**src/rtl/umi_mux_pkg.sv**
```systemverilog
`default_nettype none
// ============================================================================
// Module      : umi_mux_pkg
// Description : Shared UMI definitions. Holds the default address and packet
//               widths, the command-field layout and opcodes, the grant
//               encoding used by the arbiter, and a helper that clamps a
//               starvation limit into the 4-bit counter range.
// Ports       : none (package)
// Revision    : 1.0 - initial release
// ============================================================================
package umi_mux_pkg;

    // Default UMI widths.
    localparam int c_UMI_AW = 64;
    localparam int c_UMI_UW = 256;

    // Command field layout: the command occupies the low word of a packet.
    localparam int c_UMI_CW        = 32;
    localparam int c_UMI_OPCODE_LO = 0;
    localparam int c_UMI_OPCODE_W  = 5;

    // Command opcodes. The mux never decodes them; they are shared here so
    // every UMI block agrees on the encoding.
    localparam logic [4:0] c_UMI_REQ_READ   = 5'h01;
    localparam logic [4:0] c_UMI_REQ_WRITE  = 5'h03;
    localparam logic [4:0] c_UMI_REQ_POSTED = 5'h05;
    localparam logic [4:0] c_UMI_RESP_READ  = 5'h02;
    localparam logic [4:0] c_UMI_RESP_WRITE = 5'h04;

    // One-hot-ish grant encoding between the two input streams.
    typedef enum logic [1:0] {
        GRANT_NONE = 2'b00,
        GRANT_0    = 2'b01,
        GRANT_1    = 2'b10
    } grant_e;

    // The starvation counter is 4 bits wide, so the limit must be 1..15.
    function automatic logic [3:0] starve_cap(input int starve);
        logic [31:0] v;
        v = starve;
        if (starve < 1) begin
            return 4'd1;
        end
        if (starve > 15) begin
            return 4'd15;
        end
        return v[3:0];
    endfunction

endpackage : umi_mux_pkg
`default_nettype wire

```
**src/rtl/umi_mux_if.sv**
```systemverilog
`default_nettype none
// ============================================================================
// Module      : umi_mux_if
// Description : Bundle of the two input UMI streams and the merged output
//               stream of the UMI mux.
// Ports       : umi0_in_*  high-priority (write) stream  valid/packet/ready
//               umi1_in_*  low-priority (read) stream     valid/packet/ready
//               umi_out_*  merged output stream           valid/packet/ready
//               modport slave  : view of the mux itself
//               modport master : view of the surrounding logic
// Revision    : 1.0 - initial release
// ============================================================================
interface umi_mux_if
    import umi_mux_pkg::*;
#(
    parameter int UW = c_UMI_UW
);

    logic          umi0_in_valid;
    logic [UW-1:0] umi0_in_packet;
    logic          umi0_in_ready;

    logic          umi1_in_valid;
    logic [UW-1:0] umi1_in_packet;
    logic          umi1_in_ready;

    logic          umi_out_valid;
    logic [UW-1:0] umi_out_packet;
    logic          umi_out_ready;

    modport slave (
        input  umi0_in_valid,
        input  umi0_in_packet,
        output umi0_in_ready,
        input  umi1_in_valid,
        input  umi1_in_packet,
        output umi1_in_ready,
        output umi_out_valid,
        output umi_out_packet,
        input  umi_out_ready
    );

    modport master (
        output umi0_in_valid,
        output umi0_in_packet,
        input  umi0_in_ready,
        output umi1_in_valid,
        output umi1_in_packet,
        input  umi1_in_ready,
        input  umi_out_valid,
        input  umi_out_packet,
        output umi_out_ready
    );

endinterface : umi_mux_if
`default_nettype wire

```
**src/rtl/umi_priority_arb.sv**
```systemverilog
`default_nettype none
// ============================================================================
// Module      : umi_priority_arb
// Description : Fixed-priority arbiter with starvation relief. umi0 wins by
//               default; once umi0 has been accepted STARVE times in a row
//               while umi1 was waiting, umi1 gets one grant.
// Ports       : clk, reset          clock, asynchronous active-high reset
//               umi0_valid/umi1_valid  request lines
//               umi0_accept/umi1_accept completed-transfer strobes
//               grant0/grant1         combinational grants
// Revision    : 1.0 - initial release
// ============================================================================
module umi_priority_arb
    import umi_mux_pkg::*;
#(
    parameter int STARVE = 4
) (
    input  wire logic clk,
    input  wire logic reset,
    input  wire logic umi0_valid,
    input  wire logic umi1_valid,
    input  wire logic umi0_accept,
    input  wire logic umi1_accept,
    output logic      grant0,
    output logic      grant1
);

    localparam logic [3:0] c_STARVE = starve_cap(STARVE);

    logic [3:0] r_cnt;
    logic       w_starved;
    grant_e     w_grant;

    assign w_starved = (r_cnt == c_STARVE);

    // Grants look only at the valids and the counter, never at packet data,
    // so the ready path stays independent of payload contents.
    always_comb begin
        w_grant = GRANT_NONE;
        if (umi1_valid && (!umi0_valid || w_starved)) begin
            w_grant = GRANT_1;
        end else if (umi0_valid) begin
            w_grant = GRANT_0;
        end
    end

    assign grant0 = (w_grant == GRANT_0);
    assign grant1 = (w_grant == GRANT_1);

    // Counts consecutive umi0 wins while umi1 is waiting. Any umi1 transfer,
    // or umi1 going idle, wipes the history.
    always_ff @(posedge clk or posedge reset) begin
        if (reset) begin
            r_cnt <= 4'd0;
        end else if (!umi1_valid || umi1_accept) begin
            r_cnt <= 4'd0;
        end else if (umi0_accept && !w_starved) begin
            r_cnt <= r_cnt + 4'd1;
        end
    end

endmodule : umi_priority_arb
`default_nettype wire

```
**src/rtl/umi_mux.sv**
```systemverilog
`default_nettype none
// ============================================================================
// Module      : umi_mux
// Description : Merges a high-priority (write) and a low-priority (read
//               request) UMI stream into one registered output stream. A
//               single output slot holds one packet; it accepts a new packet
//               in the same cycle it drains, so one packet per cycle flows.
// Ports       : clk    single clock, rising edge
//               reset  asynchronous active-high reset
//               umi    umi_mux_if.slave : umi0_in_*, umi1_in_*, umi_out_*
// Revision    : 1.0 - initial release
// ============================================================================
module umi_mux
    import umi_mux_pkg::*;
#(
    parameter int AW     = c_UMI_AW,
    parameter int UW     = c_UMI_UW,
    parameter int STARVE = 4
) (
    input  wire logic  clk,
    input  wire logic  reset,
    umi_mux_if.slave   umi
);

    // The address field lives inside the packet, so it can never be wider.
    if (AW < 1 || AW > UW) begin : g_bad_aw
        $error("umi_mux: AW must be in 1..UW");
    end

    logic          r_out_valid;
    logic [UW-1:0] r_out_packet;

    logic w_open;
    logic w_grant0;
    logic w_grant1;
    logic w_ready0;
    logic w_ready1;
    logic w_xfer0;
    logic w_xfer1;

    umi_priority_arb #(
        .STARVE (STARVE)
    ) u_arb (
        .clk         (clk),
        .reset       (reset),
        .umi0_valid  (umi.umi0_in_valid),
        .umi1_valid  (umi.umi1_in_valid),
        .umi0_accept (w_xfer0),
        .umi1_accept (w_xfer1),
        .grant0      (w_grant0),
        .grant1      (w_grant1)
    );

    // The slot can take a packet when empty or when it drains this cycle.
    assign w_open = !r_out_valid || umi.umi_out_ready;

    // Reset gates the readies directly: the slot looks empty during reset,
    // but nothing may be accepted until reset is released.
    assign w_ready0 = w_grant0 && w_open && !reset;
    assign w_ready1 = w_grant1 && w_open && !reset;

    assign w_xfer0 = umi.umi0_in_valid && w_ready0;
    assign w_xfer1 = umi.umi1_in_valid && w_ready1;

    assign umi.umi0_in_ready = w_ready0;
    assign umi.umi1_in_ready = w_ready1;

    always_ff @(posedge clk or posedge reset) begin
        if (reset) begin
            r_out_valid  <= 1'b0;
            r_out_packet <= '0;
        end else if (w_open) begin
            r_out_valid <= w_xfer0 || w_xfer1;
            // Packet register holds its last value when nothing loads.
            if (w_xfer0) begin
                r_out_packet <= umi.umi0_in_packet;
            end else if (w_xfer1) begin
                r_out_packet <= umi.umi1_in_packet;
            end
        end
    end

    assign umi.umi_out_valid  = r_out_valid;
    assign umi.umi_out_packet = r_out_packet;

endmodule : umi_mux
`default_nettype wire

```
**src/flat_wrapper.sv**
```systemverilog
// flat-port wrapper written by rule: the top's interface ports become plain ports
module umi_mux_flat import umi_mux_pkg::*;
#(
    parameter int AW     = c_UMI_AW,
    parameter int UW     = c_UMI_UW,
    parameter int STARVE = 4
)
  (clk, reset, umi_umi0_in_valid, umi_umi0_in_packet, umi_umi0_in_ready, umi_umi1_in_valid, umi_umi1_in_packet, umi_umi1_in_ready, umi_umi_out_valid, umi_umi_out_packet, umi_umi_out_ready);
  umi_mux_if #(.UW(UW)) umi_i ();
  input  wire logic clk;
  input  wire logic reset;
  input wire logic [$bits(umi_i.umi0_in_valid)-1:0] umi_umi0_in_valid;
  input wire logic [$bits(umi_i.umi0_in_packet)-1:0] umi_umi0_in_packet;
  output wire logic [$bits(umi_i.umi0_in_ready)-1:0] umi_umi0_in_ready;
  input wire logic [$bits(umi_i.umi1_in_valid)-1:0] umi_umi1_in_valid;
  input wire logic [$bits(umi_i.umi1_in_packet)-1:0] umi_umi1_in_packet;
  output wire logic [$bits(umi_i.umi1_in_ready)-1:0] umi_umi1_in_ready;
  output wire logic [$bits(umi_i.umi_out_valid)-1:0] umi_umi_out_valid;
  output wire logic [$bits(umi_i.umi_out_packet)-1:0] umi_umi_out_packet;
  input wire logic [$bits(umi_i.umi_out_ready)-1:0] umi_umi_out_ready;
  assign umi_i.umi0_in_valid = umi_umi0_in_valid;
  assign umi_i.umi0_in_packet = umi_umi0_in_packet;
  assign umi_umi0_in_ready = umi_i.umi0_in_ready;
  assign umi_i.umi1_in_valid = umi_umi1_in_valid;
  assign umi_i.umi1_in_packet = umi_umi1_in_packet;
  assign umi_umi1_in_ready = umi_i.umi1_in_ready;
  assign umi_umi_out_valid = umi_i.umi_out_valid;
  assign umi_umi_out_packet = umi_i.umi_out_packet;
  assign umi_i.umi_out_ready = umi_umi_out_ready;
  umi_mux #(.AW(AW), .UW(UW), .STARVE(STARVE)) u_core (.clk(clk), .reset(reset), .umi(umi_i));
endmodule
```
**config.mk**
```make
export PLATFORM = sky130hd
export DESIGN_NAME = umi_mux_flat
export DESIGN_NICKNAME = d
export VERILOG_FILES = /design/src/rtl/umi_mux_pkg.sv /design/src/rtl/umi_mux_if.sv /design/src/rtl/umi_priority_arb.sv /design/src/rtl/umi_mux.sv /design/src/flat_wrapper.sv
export SDC_FILE = /design/constraint.sdc
export NUM_CORES = 1
export LEC_CHECK = 0
export BUFFER_PORTS_ARGS = -buffer_cell sky130_fd_sc_hd__buf_2
export CAP_MARGIN = 20
export CORE_AREA = 2 2 300 302
export DETAILED_ROUTE_END_ITERATION = 7
export DIE_AREA = 0 0 302 304
export SETUP_SLACK_MARGIN = 0.5
export SLEW_MARGIN = 20
export SYNTH_ARGS = -nofsm -noshare
export SYNTH_HDL_FRONTEND = slang
export SYNTH_SLANG_ARGS = --single-unit
```
**constraint.sdc**
```tcl
create_clock -name clk -period 20.5 [get_ports clk]
set_clock_uncertainty 0.1 [all_clocks]
set_input_delay 4.1 -clock clk [delete_from_list [all_inputs] [get_ports clk]]
set_output_delay 4.1 -clock clk [all_outputs]
set_load 0.02 [all_outputs]
```
==> impl_metrics.tcl <==
set metrics [dict create \
    die_h_um 304 \
    drt_iter0_drc 518 \
    synthesis.area_mm2 0.0137 \
    maxSlewHeadroom_pct 28.7 \
    crit_chain "buf_2 -> inv_8 -> nand2_1 -> nor2_1 -> buf_2" \
    end_kind "output pin" \
    hp-start "u_core.umi.umi_out_packet[123]$_DFFE_PP0P_" \
    clock_sinks 261 \
    power_density_mw_per_mm2 87.9 \
    cp_num_buf_inv 3 \
    worstSetupStartpointType "input port" \
    first_global_vias 11600 \
    dpl.hpwl_um 36200 \
    cp.required_ns 16.30 \
    fmax_ghz 0.103 \
    hold_path.class "reg2reg" \
    drc 0 \
    wl_um 46900 \
    cts_buffers 29 \
    yosysSeqAreaShare_pct 47.7 \
    synth_nets 1698 \
    drv_slew 0 \
    grt_pass1_wl_um 68500 \
    cpMostUsedCell "buf_2" \
    synthCells 1179 \
    antenna_found_initial 5 \
    fill_cells 9791 \
    syn_to_final_growth_pct 40.3 \
    postCtsResizedCells 0 \
    power.leakage_uw 0.00811 \
    port-buffer-count 775 \
    synth-edff-count 0 \
    yosysWarnings 0 \
    status "completed" \
    yosys_most_used_dff "dfrtp_1" \
    htree_num_levels 1 \
    crit_path_max_incr_delay_ns 0.42 \
    reg2reg_slack_ns 16.69 \
    path_clk_slew_ns 0.06 \
    hold_buffers 0 \
    rsz0062_at_grt "no" \
    cts_max_path_buffers 3 \
    synth_most_common_cell "dfrtp_1" \
    syn_avg_cell_area_um2 11.6 \
    setup_viol 0 \
    synth_top_cell_by_area "dfrtp_1" \
    synth_top_area_share_pct 47.7 \
    holdPathStages 2 \
    drive_gt1_share_pct 66.4 \
    drv_cap 0 \
    vias 11900 \
    cts_tree "done" \
    crit_path_top_delay_cell "inv_8" \
    dr.pass1.iters 4 \
    path_class "in2out" \
    hold_viol 0 \
    async_flop_share_pct 100 \
    crit_arrival_ns 5.47 \
    layout.nets 2410 \
    cp_max_fo 88 \
    coreArea_mm2 0.0890 \
    netlist_top_cells_area "dfrtp_1 48%, o22ai_2 19%, a21oi_2 13%" \
    place_congestion 0.822 \
    grt_use_total_pct 9.46 \
    die_w_um 302 \
    reg2reg_from "u_core.u_arb.r_cnt[0]$_DFFE_PP0P_" \
    fin_crit_sh_pct 47.2 \
    grt_start_max_net_pins 123 \
    rows 110 \
    cp_top_family "buffers and inverters" \
    synth_commonest_cells "261 x dfrtp_1, 260 x nor2_1, 210 x a21oi_2, 210 x o22ai_2, 48 x buf_2" \
    synth_seq_cells 261 \
    routed_via_density 3.86 \
    regToRegEndpoint "u_core.umi.umi_out_packet[218]$_DFFE_PP0P_" \
    synth_cell_types 31 \
    start_util_pct 15.4 \
    antenna_left 0 \
    wl_per_cell_um 15.2 \
    fin_tns_setup_ns 0 \
    ios 776 \
    peakVddDrop_v 0.0000557 \
    finalCriticalPeriod_ns 9.67 \
    clock_latency_ns 0.57 \
    hold_end "u_core.umi.umi_out_packet[123]$_DFFE_PP0P_" \
    post-route-util_pct 21.6 \
    ff2ff_path_depth 9 \
    grt.overflow.total 0 \
    clockRootBuffer "clkbuf_16" \
    postCtsSetupBuffers 0 \
    die-area_mm2 0.0918 \
    tightest_slew_ns 1.07 \
]
cell type report:
cell class	count	area, um^2	area share, %
sequential	261	6530	34.0
multi-input combinational	800	6180	32.1
timing repair buffer	794	4030	21.0
tap	1176	1470	7.66
clock buffer	38	820	4.27
clock inverter	13	149	0.775
inverter	5	26.3	0.137
antenna	2	5.00	0.0261
sequential cells by signal, summed over array words and instances (netlist names):
name / cells
u_core.umi.umi_out_valid: 1
u_core.u_arb.r_cnt: 4
u_core.umi.umi_out_packet: 256
layout by cell type (no fill, tap or decap), drive strengths merged:
cell and count:
clkinv 8, o22ai 256, nor2b 2, o32ai 1, a21oi 257, a21o 1, o21a 1, bufinv 3
ha 2, diode 2, o21bai 1, nand3 3, nor2 262, clkinvlp 2, nor3 1, nand2 6
clkbuf 38, dfrtp 261, nand3b 1, a31oi 2, inv 5, o21ai 1, nand2b 1, buf 794
or4 1, or3 1
worst max path at each step:
stage / from / endpoint / slack (ns) / depth (start not counted)
2_1_floorplan: reset / umi_umi0_in_ready / 5.38 / 3
3_3_place_gp: reset / umi_umi1_in_ready / 10.77 / 5
3_5_place_dp: reset / umi_umi1_in_ready / 10.77 / 5
4_1_cts: reset / umi_umi1_in_ready / 10.77 / 5
5_1_grt: reset / umi_umi1_in_ready / 10.65 / 5
6_report: reset / umi_umi1_in_ready / 10.83 / 5
through the flow:
step                cell area, um^2  setup WS (ns)  cells  power (uW)  hold WS (ns)
detailed placement            18200          10.77   3036        1170         0.399
global placement              18200          10.77   3036        1160         0.395
global route                  19200          10.65   3087        1780         0.429
floorplan                     13700           5.38   1179         969         0.444
finish                        19200          10.83   3089        1690         0.408
CTS                           19200          10.77   3087        1720         0.414
cell families (layout without fill, tap and decap cells):
family,after synthesis,after routing,share of synthesized area [%]
buffers and inverters,118,850,7.35
DFF,261,261,47.7
adders and majority gates,2,2,0.183
and+or+nand+nor,278,278,7.91
AOI/OAI and AO/OA,520,520,36.9
other,0,2,0
worst register-to-register path, stage by stage, from the launching register on:
cell and delay, ns:
dfrtp_1 0.43, inv_1 0.08, ha_1 0.21, nand3b_4 0.11, o21ai_4 0.14, buf_4 0.58
buf_4 0.74, buf_4 0.80, o22ai_2 0.34, a21oi_2 0.21
power by group:
part	switching (uW)	internal (uW)
Combinational	318	185
Sequential	47.0	601
Clock	221	316
Total	586	1100
routing by layer:
layer / track usage [%] / routed length [um] / share of wire (%)
met2: 16.6 / 22800 / 49
met1: 11.2 / 19000 / 40
met4: 3.72 / 1690 / 3.6
met5: 0 / 23 / 0.049
met3: 1.93 / 3410 / 7.3
(Power assumes the default switching activity.)
